===== src/rtl/minterm_scanner_pkg.sv =====
// Shared types and default sizing for the minterm scanner.
// Holds the FSM state encoding and the helpers that size the truth table.
package minterm_scanner_pkg;

    localparam int N_VARS_DEF = 4;
    localparam int TBL_W      = 2 ** N_VARS_DEF;
    localparam int IDX_MAX    = TBL_W - 1;

    typedef enum logic [1:0] {
        ST_IDLE,
        ST_SCAN,
        ST_EMIT,
        ST_DONE
    } state_e;

    function automatic int tbl_width(input int n_vars);
        return 1 << n_vars;
    endfunction

endpackage


===== src/rtl/minterm_idx_counter.sv =====
// Scan index register with a terminal-count flag.
// Never wraps: an increment request at the last index is ignored.
module minterm_idx_counter
    import minterm_scanner_pkg::*;
#(
    parameter int N_VARS = N_VARS_DEF
) (
    input  logic              clk,
    input  logic              rst_n,
    input  logic              clr,
    input  logic              inc,
    output logic [N_VARS-1:0] idx,
    output logic              at_max
);

    localparam logic [N_VARS-1:0] IDX_LAST = {N_VARS{1'b1}};
    localparam logic [N_VARS-1:0] IDX_ONE  = {{(N_VARS-1){1'b0}}, 1'b1};

    logic [N_VARS-1:0] idx_q;
    logic [N_VARS-1:0] idx_d;

    assign idx    = idx_q;
    assign at_max = (idx_q == IDX_LAST);

    always_comb begin
        idx_d = idx_q;
        if (clr) begin
            idx_d = '0;
        end else if (inc && !at_max) begin
            idx_d = idx_q + IDX_ONE;
        end
    end

    // NOTE: sequential state is updated with non-blocking assignments only, so every
    // flop samples the pre-edge value of its neighbours regardless of block ordering.
    always_ff @(posedge clk or negedge rst_n) begin
        if (!rst_n) begin
            idx_q <= '0;
        end else begin
            idx_q <= idx_d;
        end
    end

endmodule


===== src/rtl/minterm_scanner.sv =====
// Walks a latched truth table from index 0 upward and streams every true index
// over valid/ready, counting the minterms and pulsing done at the end of the scan.
module minterm_scanner
    import minterm_scanner_pkg::*;
#(
    parameter int N_VARS = N_VARS_DEF
) (
    input  logic                               clk,
    input  logic                               rst_n,
    input  logic                               start,
    input  logic [tbl_width(N_VARS)-1:0]       table_in,
    output logic                               out_valid,
    input  logic                               out_ready,
    output logic [N_VARS-1:0]                  out_index,
    output logic [N_VARS:0]                    minterm_count,
    output logic                               busy,
    output logic                               done
);

    localparam int             W       = tbl_width(N_VARS);
    localparam logic [N_VARS:0] CNT_ONE = {{N_VARS{1'b0}}, 1'b1};

    state_e             state_q, state_d;
    logic [W-1:0]       tbl_q, tbl_d;
    logic               out_valid_q, out_valid_d;
    logic [N_VARS-1:0]  out_index_q, out_index_d;
    logic [N_VARS:0]    count_q, count_d;

    logic               idx_clr;
    logic               idx_inc;
    logic [N_VARS-1:0]  idx;
    logic               idx_at_max;

    minterm_idx_counter #(
        .N_VARS (N_VARS)
    ) u_idx_counter (
        .clk    (clk),
        .rst_n  (rst_n),
        .clr    (idx_clr),
        .inc    (idx_inc),
        .idx    (idx),
        .at_max (idx_at_max)
    );

    // NOTE: every signal assigned here gets a default first, so no path leaves it
    // unassigned and no latch is inferred.
    always_comb begin
        state_d     = state_q;
        tbl_d       = tbl_q;
        out_valid_d = out_valid_q;
        out_index_d = out_index_q;
        count_d     = count_q;
        idx_clr     = 1'b0;
        idx_inc     = 1'b0;

        case (state_q)
            ST_IDLE: begin
                if (start) begin
                    tbl_d   = table_in;
                    count_d = '0;
                    idx_clr = 1'b1;
                    state_d = ST_SCAN;
                end
            end

            ST_SCAN: begin
                if (tbl_q[idx]) begin
                    out_index_d = idx;
                    out_valid_d = 1'b1;
                    state_d     = ST_EMIT;
                end else if (idx_at_max) begin
                    state_d = ST_DONE;
                end else begin
                    idx_inc = 1'b1;
                end
            end

            // out_valid and out_index stay frozen until the consumer takes the index.
            ST_EMIT: begin
                if (out_valid_q && out_ready) begin
                    out_valid_d = 1'b0;
                    count_d     = count_q + CNT_ONE;
                    if (idx_at_max) begin
                        state_d = ST_DONE;
                    end else begin
                        idx_inc = 1'b1;
                        state_d = ST_SCAN;
                    end
                end
            end

            ST_DONE: begin
                state_d = ST_IDLE;
            end

            default: begin
                state_d     = ST_IDLE;
                out_valid_d = 1'b0;
            end
        endcase
    end

    always_ff @(posedge clk or negedge rst_n) begin
        if (!rst_n) begin
            state_q     <= ST_IDLE;
            tbl_q       <= '0;
            out_valid_q <= 1'b0;
            out_index_q <= '0;
            count_q     <= '0;
        end else begin
            state_q     <= state_d;
            tbl_q       <= tbl_d;
            out_valid_q <= out_valid_d;
            out_index_q <= out_index_d;
            count_q     <= count_d;
        end
    end

    assign out_valid     = out_valid_q;
    assign out_index     = out_index_q;
    assign minterm_count = count_q;
    assign busy          = (state_q != ST_IDLE);
    assign done          = (state_q == ST_DONE);

endmodule


===== config.mk =====
export PLATFORM = sky130hd
export DESIGN_NAME = minterm_scanner
export DESIGN_NICKNAME = d
export VERILOG_FILES = /design/src/rtl/minterm_scanner_pkg.sv /design/src/rtl/minterm_idx_counter.sv /design/src/rtl/minterm_scanner.sv
export SDC_FILE = /design/constraint.sdc
export NUM_CORES = 1
export LEC_CHECK = 0
export BUFFER_PORTS_ARGS = -buffer_cell sky130_fd_sc_hd__buf_2
export CAP_MARGIN = 20
export CORE_MARGIN = 5
export CORE_UTILIZATION = 40
export CTS_CLUSTER_DIAMETER = 40
export CTS_CLUSTER_SIZE = 24
export DETAILED_ROUTE_END_ITERATION = 7
export PLACE_DENSITY_LB_ADDON = 0.25
export SLEW_MARGIN = 20
export SYNTH_ARGS = -nofsm -noshare
export SYNTH_HDL_FRONTEND = slang
export SYNTH_SLANG_ARGS = --single-unit

===== constraint.sdc =====
create_clock -name clk -period 2.05 [get_ports clk]
set_input_delay 0.41 -clock clk [delete_from_list [all_inputs] [get_ports clk]]
set_output_delay 0.41 -clock clk [all_outputs]
set_load 0.01 [all_outputs]

* After elaboration in Yosys (flattened, before gate mapping)
Index checks and enable logic that the tools add are counted.
** Cells by class
- Add/sub/neg operators :: 2
- $mul :: 0
- Div/mod/pow operators :: 0
- Magnitude comparators :: 1
- Eq/ne operators :: 8
- Shifts and indexed selects :: 0
- Multiplexer cells :: 22
- Bitwise gates (word level) :: 0
- Reduce and logical (&&, ||, !) cells :: 13
** Operators with widths (number)
- $mux 2 :: 5
- $mux 5 :: 2
- $pmux 5 s2 :: 1
- $reduce_and 3->1 :: 3
- $mux 1 :: 8
- $mux 4 :: 2
- $pmux 2 s4 :: 1
- $reduce_bool 2->1 :: 4
- $ne 2x2->1 const B :: 3
- $add 5x1->5 const B :: 1
- $lt 4x5->1 const B :: 1
- $add 4x1->4 const B :: 1
- $bmux 1 s4 :: 1
- $eq 2x2->1 const B :: 2
- $eq 4x4->1 const B :: 1
- $pmux 1 s2 :: 2
- $reduce_and 2->1 :: 2
- $ne 3x2->1 const B :: 1
- $eq 2x1->1 const B :: 1
- $logic_and 1x1->1 :: 2
- $logic_not 2->1 :: 1
- $logic_not 1->1 :: 1
** Word-level totals
- Register bits :: 32
- Latch bits :: 0
- Bits in writable memories :: 0
- ROM bits :: 0
- Bits of input ports :: 20
- Output and inout port bits :: 12
- Word-level logic and storage cells :: 52
- Memories kept :: 0

* Depth between registers and ports, before layout
Gate-level depths: netlist of the first run.
- Depth after elaboration :: 7
- Depth in mapped cells :: 8
- Gate-level depth less buffers :: 7

* Cells and area by module
A second synthesis of the first run with hierarchy kept.
** Second synthesis, totals
- Cell total of the unflattened synthesis :: 139
- Area, all modules :: 1697.9 µm²
** Modules (own cells, without submodules)
- minterm_scanner :: times used 1, cells each 119, area each 1468.9 µm², seq. area each 700.7 µm²
- minterm_idx_counter :: times used 1, cells each 20, area each 229.0 µm², seq. area each 100.1 µm²

* Worst setup path before layout of the first run
No wires, ideal clock.
- Path kind :: reg-to-reg
- Start point :: reg u_idx_counter.idx_q[0] (netlist: u_idx_counter.idx[0])
- End point :: reg state_q[1]
- Setup time :: 0.136 ns
- Arrival time :: 1.568 ns
- Data required time :: 1.914 ns
- Setup slack :: 0.346 ns
- Cell stages (with the launch flop) :: 7
- Path buffers :: 1
- Period minus slack after synthesis :: 1.704 ns
- Path through :: dfrtp_1 > buf_6 > mux2i_1 > o22ai_2 > o32ai_4 > mux2i_1 > a211oi_2
** On the way
- Cells in the longest elaborated chain, start to end :: 4
- Elaborated cells on any way between the ends :: 9
- Classes of those cells :: eq/ne (2); mux (6); reduce/logical (1)
** Ends and longest elaborated chain
- start, declared :: RTL line minterm_idx_counter.sv:19 : logic [N_VARS-1:0] idx_q;
- start signal, assigned :: RTL line minterm_idx_counter.sv:40 : idx_q <= idx_d;
- $bmux 1 s4 / $eq 4x4->1 (equally long branches) :: RTL line minterm_scanner.sv:67, minterm_idx_counter.sv:23
- $mux 1 (implied by the code) / $mux 2 (equally long branches) :: RTL line minterm_scanner.sv:67, minterm_scanner.sv:83
- $mux 2 (tied with other cells) :: RTL line minterm_scanner.sv:67 : if (tbl_q[idx]) begin
- $pmux 2 s4 / $reduce_and 3->1 (equally long branches)
- end signal, assigned :: RTL line minterm_scanner.sv:111 : state_q <= state_d;
- end, declared :: RTL line minterm_scanner.sv:23 : state_e state_q, state_d;
Several ways; a longest one is shown, not always the timed one. The select of a mux whose other input is x is not followed.
A chain may end at the register's enable or synchronous reset.

* Final worst setup path of the first run
Ends and elaborated chain as after synthesis.

==> impl_metrics.json, run 1 <==
{
  "floorplan.die_area_um2": 5720,
  "report.power.total_w": 0.00295,
  "postSynthRegisterBits": 32,
  "maxSlewViolCount": 0,
  "cts_hold_bufs": 0,
  "mappedNetlistNets": 175,
  "layout_worst_path_cycle_share": 0.951,
  "timing.critical_path.depth": 6,
  "synth_warnings": 0,
  "final.fill_count": 381,
  "postSynth.topFlopCell": "sky130_fd_sc_hd__dfrtp_1",
  "detail_route.drc_violations": 0,
  "power_per_cell_area_nw_per_um2": 1470,
  "number_of_buffers_added_on_ports": 31,
  "run_status": "finished clean",
  "synth.cell_area_um2": 1720,
  "cts_inserted_buffers": 5,
  "max_cap_viol_count": 0,
  "grtUsageTotal": 0.136,
  "post_dr_vias_cell": 5.51,
  "postPlaceCellArea_um2": 1920,
  "grt_pass1_wl_mm": 5.91,
  "core-area_um2": 4090,
  "floorplan.initialDensity": 0.422,
  "antenna_violation_net_count_after_detailed_routing": 0,
  "synthArstFlopShare": 1.00,
  "grt_antenna_before_repair": 0,
  "cp_max_fo": 13,
  "worst-setup-path-type": "flip-flop to flip-flop",
  "ir_drop_v": 0.000646,
  "synth_cell_types": 38,
  "hold_fails_final_rpt": 0,
  "critPathLaunchType": "flip-flop",
  "place_hpwl_mm": 2.59,
  "antennaDiodeCount": 0,
  "tightest_slew_ns": 0.703,
  "cts.clk_slew.worst_paths_ns": 0.06,
  "clkSinkCount": 32,
  "report.final.setup_viol": 0,
  "worst_ep_arrival_time_ns": 2.09,
  "class_of_the_most_critical_hold_timing_path": "primary input to asynchronous set/reset pin",
  "drt-initial-drc-count": 55,
  "yosys.area.top_type_share": 0.464,
  "share_of_the_core_filled_with_cells_in_the_final_layout": 0.492,
  "post-route-worst-setup-slack_ns": 0.101,
  "maximum_number_of_pins_on_one_net_before_global_route_repair": 33,
  "die_y_um": 75.7,
  "clockRootBuffer": "sky130_fd_sc_hd__clkbuf_8",
  "tritoncts": "yes",
  "setup.worst_path.end_class": "flip-flop",
  "worst_slack_at_placement_ns": -0.0211,
  "critical_path.most_common_cell": "sky130_fd_sc_hd__mux2i_1",
  "slowest_delay_ns": 0.55,
  "flow.area_growth_from_synthesis_pct": 16.5,
  "placement_rows": 23,
  "min_period_ns": 1.95,
  "grt_setup_unrepaired": "false",
  "drive_above_1_share": 0.378,
  "synth-edff-count": 0,
  "pin_count": 32,
  "clk-insertion-delay-late_ns": 0.27,
  "synth_top_cell_by_area": "sky130_fd_sc_hd__dfrtp_1",
  "critical_path.n_buffers_inverters": 1,
  "series_of_cell_instances_along_the_critical_path": "mux2i_1 -> o221ai_2 -> o32ai_4 -> buf_12 -> mux2i_1 -> a211oi_2",
  "wl_mm": 3.53,
  "synth_seq_area_share": 0.464,
  "postLayoutCellArea_um2": 2010,
  "first_global_vias": 1335,
  "critical-path-slowest-cell": "sky130_fd_sc_hd__dfrtp_2",
  "drt_first_pass_iters": 4,
  "worst_hold_slack_ns": 0.188,
  "syn_inst": 148,
  "worst-r2r-cell-count": 6,
  "timing.clock.skew_ns": 0.00398,
  "routability_congestion_estimate": 0.889,
  "finish.net_count": 209,
  "max_freq_mhz": 513,
  "post_drt_wl_per_cell_um": 15.3,
  "worstPathRequired_ns": 2.19,
  "vias": 1268,
  "max-clock-path-buffers": 2,
  "ctsHtreeMaxLevel": 2,
  "syn_avg_cell_area_um2": 11.6,
  "worst_path_dominant_cell_family": "compound AO/OA/AOI/OAI gates",
  "dieWidth_um": 75.7,
  "p_leak_nw": 0.940,
  "global_route.overflow_total": 0,
  "synth_top_cells_by_area": "sky130_fd_sc_hd__dfrtp_1, sky130_fd_sc_hd__mux2_2, sky130_fd_sc_hd__mux2i_1",
  "max_slew_margin": 0.532
}
[Yosys cell counts (2+ instances only)]
cell and number:
sky130_fd_sc_hd__nand4_1 3, sky130_fd_sc_hd__ha_1 7, sky130_fd_sc_hd__a21oi_1 4, sky130_fd_sc_hd__xor2_1 3
sky130_fd_sc_hd__a31oi_1 2, sky130_fd_sc_hd__o21ai_0 4, sky130_fd_sc_hd__nand2b_1 3, sky130_fd_sc_hd__mux2i_1 12
sky130_fd_sc_hd__nor2_1 7, sky130_fd_sc_hd__mux2_2 19, sky130_fd_sc_hd__nor2b_1 3, sky130_fd_sc_hd__nand2_1 11
sky130_fd_sc_hd__dfrtp_1 32, sky130_fd_sc_hd__nand3_1 3, sky130_fd_sc_hd__clkbuf_1 2, sky130_fd_sc_hd__a311oi_1 2
sky130_fd_sc_hd__o221ai_2 3, sky130_fd_sc_hd__buf_2 2, sky130_fd_sc_hd__nor3_1 2, sky130_fd_sc_hd__inv_1 6
[final cells by class]
class / instances / area [µm²] / area share
flip-flops and latches: 32 / 802 / 0.399
inverters: 6 / 22.5 / 0.0112
repair buffers: 33 / 183 / 0.0909
multi-input cells: 104 / 871 / 0.433
clock buffers: 5 / 68.8 / 0.0342
well taps: 50 / 62.6 / 0.0311
[power by group]
group	internal [W]	leakage [nW]	switching [W]
registers	0.000897	0.398	0.000232
clock network	0.000218	0.0359	0.000191
logic	0.000696	0.506	0.000714
[routing by layer]
layer,routed length (µm),track usage
met3,249,0.0515
met4,34,0.0563
met1,1490,0.162
met5,0,0
met2,1750,0.221
[cells by family after synthesis]
group,synth area share
simple gates,0.102
mux,0.200
flops,0.464
compound gates,0.135
buf+inv,0.0319
fa+ha+maj,0.0508
xor+xnor,0.0152
[worst reg2reg max path: stages, from the launching register on]
cell and delay [ns]:
sky130_fd_sc_hd__dfrtp_2 0.55, sky130_fd_sc_hd__mux2i_1 0.30, sky130_fd_sc_hd__o221ai_2 0.17, sky130_fd_sc_hd__o32ai_4 0.33, sky130_fd_sc_hd__buf_12 0.16, sky130_fd_sc_hd__mux2i_1 0.26
sky130_fd_sc_hd__a211oi_2 0.06
[registers in the layout, indices dropped and copies added (netlist names)]
name	flops
minterm_count	5
out_index	4
out_valid	1
state_q	2
tbl_q	16
u_idx_counter.idx	4
[path summary, 6_finish.rpt]
check | startpoint | end | slack (ns)
min in group clk | start | u_idx_counter.idx[2] | 0.36
max in group asynchronous | rst_n | u_idx_counter.idx[0] | 1.37
hold reg to reg | out_index[1] | out_index[1] | 0.48
setup / recovery | u_idx_counter.idx[0] | state_q[1] | 0.10
setup reg to reg | u_idx_counter.idx[0] | state_q[1] | 0.10
hold / removal | rst_n | out_index[3] | 0.19
[stage by stage]
stage                     cells  TNS, ns
after floorplan             148        0
after global placement      224        0
after detailed placement    224  -0.0211
after CTS                   229        0
after global routing        230        0
final                       230        0
[what timing repair did]
item                                   in CTS  in global routing
pin swaps                                   0                  1
resized for setup                           1                  1
setup endpoints to repair                   1                  3
setup buffers                               0                  1
endpoints found under the hold margin       0                  0
[placed cells by master (no fill, tap or decap), types with 2 or more instances in the layout]
master / count
sky130_fd_sc_hd__inv_1: 6
sky130_fd_sc_hd__o21ai_0: 4
sky130_fd_sc_hd__mux2i_1: 12
sky130_fd_sc_hd__xor2_1: 3
sky130_fd_sc_hd__nand2b_1: 3
sky130_fd_sc_hd__a311oi_1: 2
sky130_fd_sc_hd__o221ai_2: 3
sky130_fd_sc_hd__clkbuf_8: 5
sky130_fd_sc_hd__nand3_1: 3
sky130_fd_sc_hd__nand4_1: 3
sky130_fd_sc_hd__ha_1: 6
sky130_fd_sc_hd__buf_2: 31
sky130_fd_sc_hd__nand2_1: 11
sky130_fd_sc_hd__nor2b_1: 3
sky130_fd_sc_hd__dfrtp_1: 31
sky130_fd_sc_hd__a21oi_1: 4
sky130_fd_sc_hd__nor2_1: 7
sky130_fd_sc_hd__mux2_2: 19
sky130_fd_sc_hd__nor3_1: 2
sky130_fd_sc_hd__a31oi_1: 2
(Power assumes the default switching activity.)
==> run 2: changes to the inputs <==
--- a/config.mk
+++ b/config.mk
@@ -16,4 +16,5 @@
 export SLEW_MARGIN = 20
 export SYNTH_ARGS = -nofsm -noshare
 export SYNTH_HDL_FRONTEND = slang
+export SYNTH_HIERARCHICAL = 1
 export SYNTH_SLANG_ARGS = --single-unit
==> run 2 against run 1 <==
The flow now finishes with violations (negative setup slack). Hold slack about the same. Combinational power up 6%. Critical path depth unchanged. Clock power rose by 11%. Maximum frequency decreased by 9.5%. Critical path type unchanged. Largest cell class unchanged.
==> impl_metrics.json, run 2 <==
{
  "postSynth.topFlopCell": "sky130_fd_sc_hd__dfrtp_1",
  "drive_above_1_share": 0.476,
  "crit_end": "u_idx_counter/idx[0]",
  "tightest_slew_ns": 0.722,
  "synth_warnings": 6,
  "dieWidth_um": 75.2,
  "hold_fails_final_rpt": 0,
  "layout_worst_path_cycle_share": 1.05,
  "syn_inst": 139,
  "critical_path.reg2reg.endpoint": "u_idx_counter/idx[0]",
  "class_of_the_most_critical_hold_timing_path": "primary input to asynchronous set/reset pin",
  "series_of_cell_instances_along_the_critical_path": "mux4_2 -> mux2i_2 -> a22oi_2 -> a21oi_2 -> nor2b_4 -> mux2_4",
  "synth.cell_area_um2": 1700,
  "tritoncts": "yes",
  "clkSinkCount": 32,
  "worst_path_dominant_cell_family": "multiplexers",
  "die_y_um": 75.2,
  "min_period_ns": 2.15,
  "yosys.area.top_type_share": 0.472,
  "crit_path_start": "u_idx_counter/idx[1]",
  "pin_count": 32,
  "ir_drop_v": 0.000652,
  "post-route-worst-setup-slack_ns": -0.104,
  "ctsHtreeMaxLevel": 2,
  "synth_cell_types": 36,
  "top_register": "tbl_q",
  "detail_route.drc_violations": 0,
  "drt_first_pass_iters": 4,
  "antenna_violation_net_count_after_detailed_routing": 0,
  "critical-path-slowest-cell": "sky130_fd_sc_hd__mux4_2",
  "critical_path.n_buffers_inverters": 0,
  "regToRegStartpoint": "u_idx_counter/idx[1]",
  "power_per_cell_area_nw_per_um2": 1440,
  "worst-setup-path-type": "flip-flop to flip-flop",
  "postSynthRegisterBits": 32,
  "worst_ep_arrival_time_ns": 2.32,
  "timing.clock.skew_ns": 0.00417,
  "grt_setup_unrepaired": "true",
  "critPathLaunchType": "flip-flop",
  "first_global_vias": 1312,
  "synth_top_cells_by_area": "sky130_fd_sc_hd__dfrtp_1, sky130_fd_sc_hd__mux2_2, sky130_fd_sc_hd__mux4_1",
  "antennaDiodeCount": 0,
  "rrSetupSlack_ns": -0.10,
  "layout.cells.most_common_list": "sky130_fd_sc_hd__buf_2, sky130_fd_sc_hd__dfrtp_1, sky130_fd_sc_hd__mux2_2, sky130_fd_sc_hd__buf_4, sky130_fd_sc_hd__nand2_1",
  "floorplan.initialDensity": 0.418,
  "flip_flop_count_of_the_largest_register_after_layout": 16,
  "yosysMostFrequentCell": "sky130_fd_sc_hd__dfrtp_1",
  "post_dr_vias_cell": 5.18,
  "numPlacedInstances": 228,
  "flow.area_growth_from_synthesis_pct": 24.5,
  "floorplan.die_area_um2": 5650,
  "worst-r2r-cell-count": 6,
  "cp_max_fo": 6,
  "synth-edff-count": 0,
  "routability_congestion_estimate": 0.773,
  "finish.net_count": 213,
  "run_status": "finished with violations",
  "mappedNetlistNets": 166,
  "global_route.overflow_total": 0,
  "violations": "negative setup slack",
  "timing.critical_path.depth": 6,
  "syn_avg_cell_area_um2": 12.2,
  "number_of_buffers_added_on_ports": 31,
  "setup.worst_path.end_class": "flip-flop",
  "core-area_um2": 4060,
  "max_freq_mhz": 464,
  "clk-insertion-delay-late_ns": 0.27,
  "wl_mm": 3.57,
  "grtUsageTotal": 0.144,
  "maxSlewViolCount": 0,
  "cts_inserted_buffers": 5,
  "maximum_number_of_pins_on_one_net_before_global_route_repair": 33,
  "max-clock-path-buffers": 2,
  "post_synth_most_frequent_cells": "sky130_fd_sc_hd__dfrtp_1, sky130_fd_sc_hd__mux2_2, sky130_fd_sc_hd__nand2_1",
  "tns_ns": -0.257,
  "p_leak_nw": 1.00,
  "synth_seq_area_share": 0.472,
  "synthArstFlopShare": 1.00,
  "worst_slack_at_placement_ns": -0.123,
  "grt_antenna_before_repair": 0,
  "place_hpwl_mm": 2.74,
  "vias": 1227,
  "drt-initial-drc-count": 21,
  "max_cap_viol_count": 0,
  "post_drt_wl_per_cell_um": 15.1,
  "final.fill_count": 367,
  "mostFrequentLayoutCell": "sky130_fd_sc_hd__buf_2",
  "report.final.setup_viol": 4,
  "max_slew_margin": 0.519,
  "worstPathRequired_ns": 2.21,
  "grt_pass1_wl_mm": 6.02,
  "synth_top_cell_by_area": "sky130_fd_sc_hd__dfrtp_1",
  "final_cell_count_no_fill": 237,
  "clockRootBuffer": "sky130_fd_sc_hd__clkbuf_8",
  "placement_rows": 23,
  "slowest_delay_ns": 0.54,
  "cts.clk_slew.worst_paths_ns": 0.06
}
run 2: layout make-up:
class | count | area [µm²] | share of cell area
clock inverters | 1 | 5.00 | 0.00237
multi-input cells | 99 | 907 | 0.429
repair buffers | 42 | 238 | 0.112
inverters | 6 | 22.5 | 0.0107
well taps | 50 | 62.6 | 0.0296
clock buffers | 7 | 76.3 | 0.0361
flip-flops and latches | 32 | 803 | 0.380
run 2: worst min-delay path by stage:
stage	slack [ns]	to	depth (start not counted)	start
floorplan	0.11	minterm_count[0]	0	rst_n
global placement	0.48	out_index[1]	1	out_index[1]
detailed placement	0.49	tbl_q[14]	1	tbl_q[14]
CTS	0.21	state_q[0]	1	rst_n
global route	0.25	tbl_q[0]	1	rst_n
finish	0.19	out_valid	1	rst_n
run 2: through the flow:
| step | util | power, W | cell area [µm²] | hold slack (ns) |
|---|---|---|---|---|
| 4_1_cts | 0.510 | 0.00297 | 2070 | 0.206 |
| 2_1_floorplan | - | 0.00200 | 1690 | 0.114 |
| 3_3_place_gp | 0.486 | 0.00239 | 1970 | 0.478 |
| 5_1_grt | 0.521 | 0.00329 | 2110 | 0.254 |
| 3_5_place_dp | 0.486 | 0.00246 | 1970 | 0.491 |
| 6_report | 0.521 | 0.00305 | 2110 | 0.188 |
run 2: per-layer routing:
| metal | track usage | routed length [µm] | up-vias |
|---|---|---|---|
| li1 | - | - | 599 |
| met3 | 0.0360 | 142 | 6 |
| met4 | 0.0583 | 46 | 0 |
| met1 | 0.170 | 1500 | 597 |
| met2 | 0.249 | 1880 | 25 |
| met5 | 0 | 0 | - |
run 2: repair_timing:
action                                  in CTS  in global routing
endpoints found under the setup margin       4                  9
gates resized for setup                      0                 11
buffers inserted                             2                  0
pin swaps                                    4                  2
hold buffers                                 0                  0
run 2: cell families after synthesis:
family                     synth area share
and+or+nand+nor                       0.115
buffers and inverters                0.0177
muxes                                 0.239
AOI/OAI and AO/OA                    0.0943
DFF                                   0.472
xor gates and xnor gates             0.0103
adders and majority gates            0.0516
run 2: power by group:
group          internal [W]  switching [W]
clock network      0.000238       0.000214
registers          0.000886       0.000216
logic              0.000847       0.000650
==> run 3: changes to the inputs <==
--- a/config.mk
+++ b/config.mk
@@ -5,7 +5,7 @@
 export SDC_FILE = /design/constraint.sdc
 export NUM_CORES = 1
 export LEC_CHECK = 0
-export BUFFER_PORTS_ARGS = -buffer_cell sky130_fd_sc_hd__buf_2
+export BUFFER_PORTS_ARGS = -buffer_cell sky130_fd_sc_hd__buf_4
 export CAP_MARGIN = 20
 export CORE_MARGIN = 5
 export CORE_UTILIZATION = 40
@@ -13,6 +13,7 @@
 export CTS_CLUSTER_SIZE = 24
 export DETAILED_ROUTE_END_ITERATION = 7
 export PLACE_DENSITY_LB_ADDON = 0.25
+export SKIP_LAST_GASP = 1
 export SLEW_MARGIN = 20
 export SYNTH_ARGS = -nofsm -noshare
 export SYNTH_HDL_FRONTEND = slang
==> constraint.sdc (replaced) <==
create_clock -name clk -period 2.3 [get_ports clk]
set_input_delay 0.46 -clock clk [delete_from_list [all_inputs] [get_ports clk]]
set_output_delay 0.46 -clock clk [all_outputs]
set_load 0.01 [all_outputs]
==> run 3 against run 2 <==
The flow now finishes without violations. Non-clock buffer count fell by 4. Die area did not move. Register-to-register slack improved by 0.26 ns. Combinational power fell by 19%. Sequential share of layout area fell by 0.50 points.
==> impl_metrics.json, run 3 (synthesis gave the netlist of run 2 again) <==
{
  "met3_length_um": 178,
  "critical_path.reg2reg.endpoint": "u_idx_counter/idx[3]",
  "grt_pass1_wl_mm": 5.89,
  "post-route-worst-setup-slack_ns": 0.156,
  "max_cap_viol_count": 0,
  "cts_inserted_buffers": 5,
  "antenna_violation_net_count_after_detailed_routing": 0,
  "finish.net_count": 209,
  "worst_ep_arrival_time_ns": 2.35,
  "maxSlewViolCount": 0,
  "ir_drop_v": 0.000573,
  "max_slew_margin": 0.727,
  "wl_mm": 3.52,
  "crit_path_start": "u_idx_counter/idx[1]",
  "postcts_setup_bufs": 0,
  "numPlacedInstances": 225,
  "worstPathRequired_ns": 2.50,
  "post_drt_wl_per_cell_um": 15.2,
  "number_of_buffers_added_on_ports": 31,
  "tightest_slew_ns": 0.409,
  "place_hpwl_mm": 2.68,
  "worst-r2r-cell-count": 8,
  "first_global_vias": 1325,
  "tritoncts": "yes",
  "clkSinkCount": 32,
  "global_route.overflow_total": 0,
  "critPathLaunchType": "flip-flop",
  "dieWidth_um": 75.2,
  "final.fill_count": 358,
  "final_cell_count_no_fill": 232,
  "worst_slack_at_placement_ns": 0.0823,
  "grt_setup_unrepaired": "false",
  "crit_end": "u_idx_counter/idx[3]",
  "critical-path-slowest-cell": "sky130_fd_sc_hd__mux4_1",
  "placement_rows": 23,
  "post_dr_vias_cell": 5.35,
  "cp_max_fo": 5,
  "floorplan.die_area_um2": 5650,
  "top_register": "tbl_q",
  "timing.clock.skew_ns": 0.00712,
  "highest-signal-layer": "met4",
  "rrSetupSlack_ns": 0.16,
  "layout_worst_path_cycle_share": 0.932,
  "cts_hold_bufs": 0,
  "post_cts.resized_instances": 0,
  "max-clock-path-buffers": 2,
  "grt_antenna_before_repair": 0,
  "wl_met1_mm": 1.47,
  "max_freq_mhz": 466,
  "vias": 1241,
  "run_status": "finished clean",
  "die_y_um": 75.2,
  "class_of_the_most_critical_hold_timing_path": "primary input to asynchronous set/reset pin",
  "detail_route.drc_violations": 0,
  "power_per_cell_area_nw_per_um2": 1240,
  "floorplan.initialDensity": 0.418,
  "multi_input_gate_area_in_the_final_layout_um2": 871,
  "flip_flop_count_of_the_largest_register_after_layout": 16,
  "timing.critical_path.depth": 8,
  "grtUsageTotal": 0.140,
  "setup.worst_path.end_class": "flip-flop",
  "ff_latch_area_um2": 802,
  "min_period_ns": 2.14,
  "mostFrequentLayoutCell": "sky130_fd_sc_hd__buf_4",
  "report.final.setup_viol": 0,
  "worst-setup-path-type": "flip-flop to flip-flop",
  "worst_path_dominant_cell_family": "multiplexers",
  "slowest_delay_ns": 0.58,
  "pin_count": 32,
  "layout.cells.most_common_list": "sky130_fd_sc_hd__buf_4, sky130_fd_sc_hd__dfrtp_1, sky130_fd_sc_hd__mux2_2, sky130_fd_sc_hd__nand2_1, sky130_fd_sc_hd__nor2_1",
  "drive_above_1_share": 0.412,
  "maximum_number_of_pins_on_one_net_before_global_route_repair": 33,
  "regToRegStartpoint": "u_idx_counter/idx[1]",
  "tns_ns": 0,
  "ctsHtreeMaxLevel": 2,
  "critical_path.n_buffers_inverters": 1,
  "clockRootBuffer": "sky130_fd_sc_hd__clkbuf_8",
  "routability_congestion_estimate": 0.821,
  "flow.area_growth_from_synthesis_pct": 26.0,
  "clk-insertion-delay-late_ns": 0.28,
  "p_leak_nw": 1.01,
  "drt_first_pass_iters": 4,
  "hold_fails_final_rpt": 0,
  "antennaDiodeCount": 0,
  "core-area_um2": 4060,
  "met2_length_mm": 1.80,
  "series_of_cell_instances_along_the_critical_path": "mux4_1 -> mux2i_2 -> a22oi_2 -> a21oi_2 -> buf_4 -> nand4_1 -> or2_0 -> a21oi_1",
  "drt-initial-drc-count": 78,
  "cts.clk_slew.worst_paths_ns": 0.07
}
[run 3: cell types whose count changed in the layout (fill, tap and decap cells not counted), sizes merged]
cell    change
buf         -4
clkinv      -1
[run 3: worst min-delay path by stage]
stage | start | end | slack, ns | cells after the start
floorplan | rst_n | minterm_count[0] | 0.16 | 0
global placement | rst_n | u_idx_counter/idx[2] | 0.42 | 1
detailed placement | rst_n | u_idx_counter/idx[2] | 0.43 | 1
CTS | rst_n | state_q[0] | 0.12 | 1
global route | rst_n | state_q[0] | 0.15 | 1
finish | rst_n | state_q[0] | 0.11 | 1
[run 3: metrics by stage]
step                      instance area (µm²)  hold slack (ns)  power, W  utilization
final                                    2140            0.109   0.00265        0.527
after global routing                     2140            0.148   0.00283        0.527
after CTS                                2130            0.119   0.00267        0.526
after detailed placement                 2040            0.427   0.00220        0.502
after global placement                   2040            0.422   0.00213        0.502
after floorplan                          1700            0.164   0.00176            -
[run 3: area by class of cell]
type	instances	area share
clock buffers	7	0.0450
inverters	6	0.0105
multi-input cells	99	0.407
flip-flops and latches	32	0.375
well taps	50	0.0292
repair buffers	38	0.133
[run 3: layer usage]
metal,vias to the layer above,GRT usage
met5,-,0
met4,0,0.0583
met3,6,0.0427
met2,31,0.236
met1,611,0.166
li1,593,-
[run 3: worst reg2reg max path: stages (launching register included)]
cell,delay (ns)
sky130_fd_sc_hd__dfrtp_2,0.42
sky130_fd_sc_hd__mux4_1,0.58
sky130_fd_sc_hd__mux2i_2,0.22
sky130_fd_sc_hd__a22oi_2,0.13
sky130_fd_sc_hd__a21oi_2,0.15
sky130_fd_sc_hd__buf_4,0.13
sky130_fd_sc_hd__nand4_1,0.09
sky130_fd_sc_hd__or2_0,0.22
sky130_fd_sc_hd__a21oi_1,0.14
[run 3: power breakdown]
part	switching, W	internal (W)
clock	0.000190	0.000266
sequential	0.000178	0.000787
combinational	0.000535	0.000689
total	0.000904	0.00174
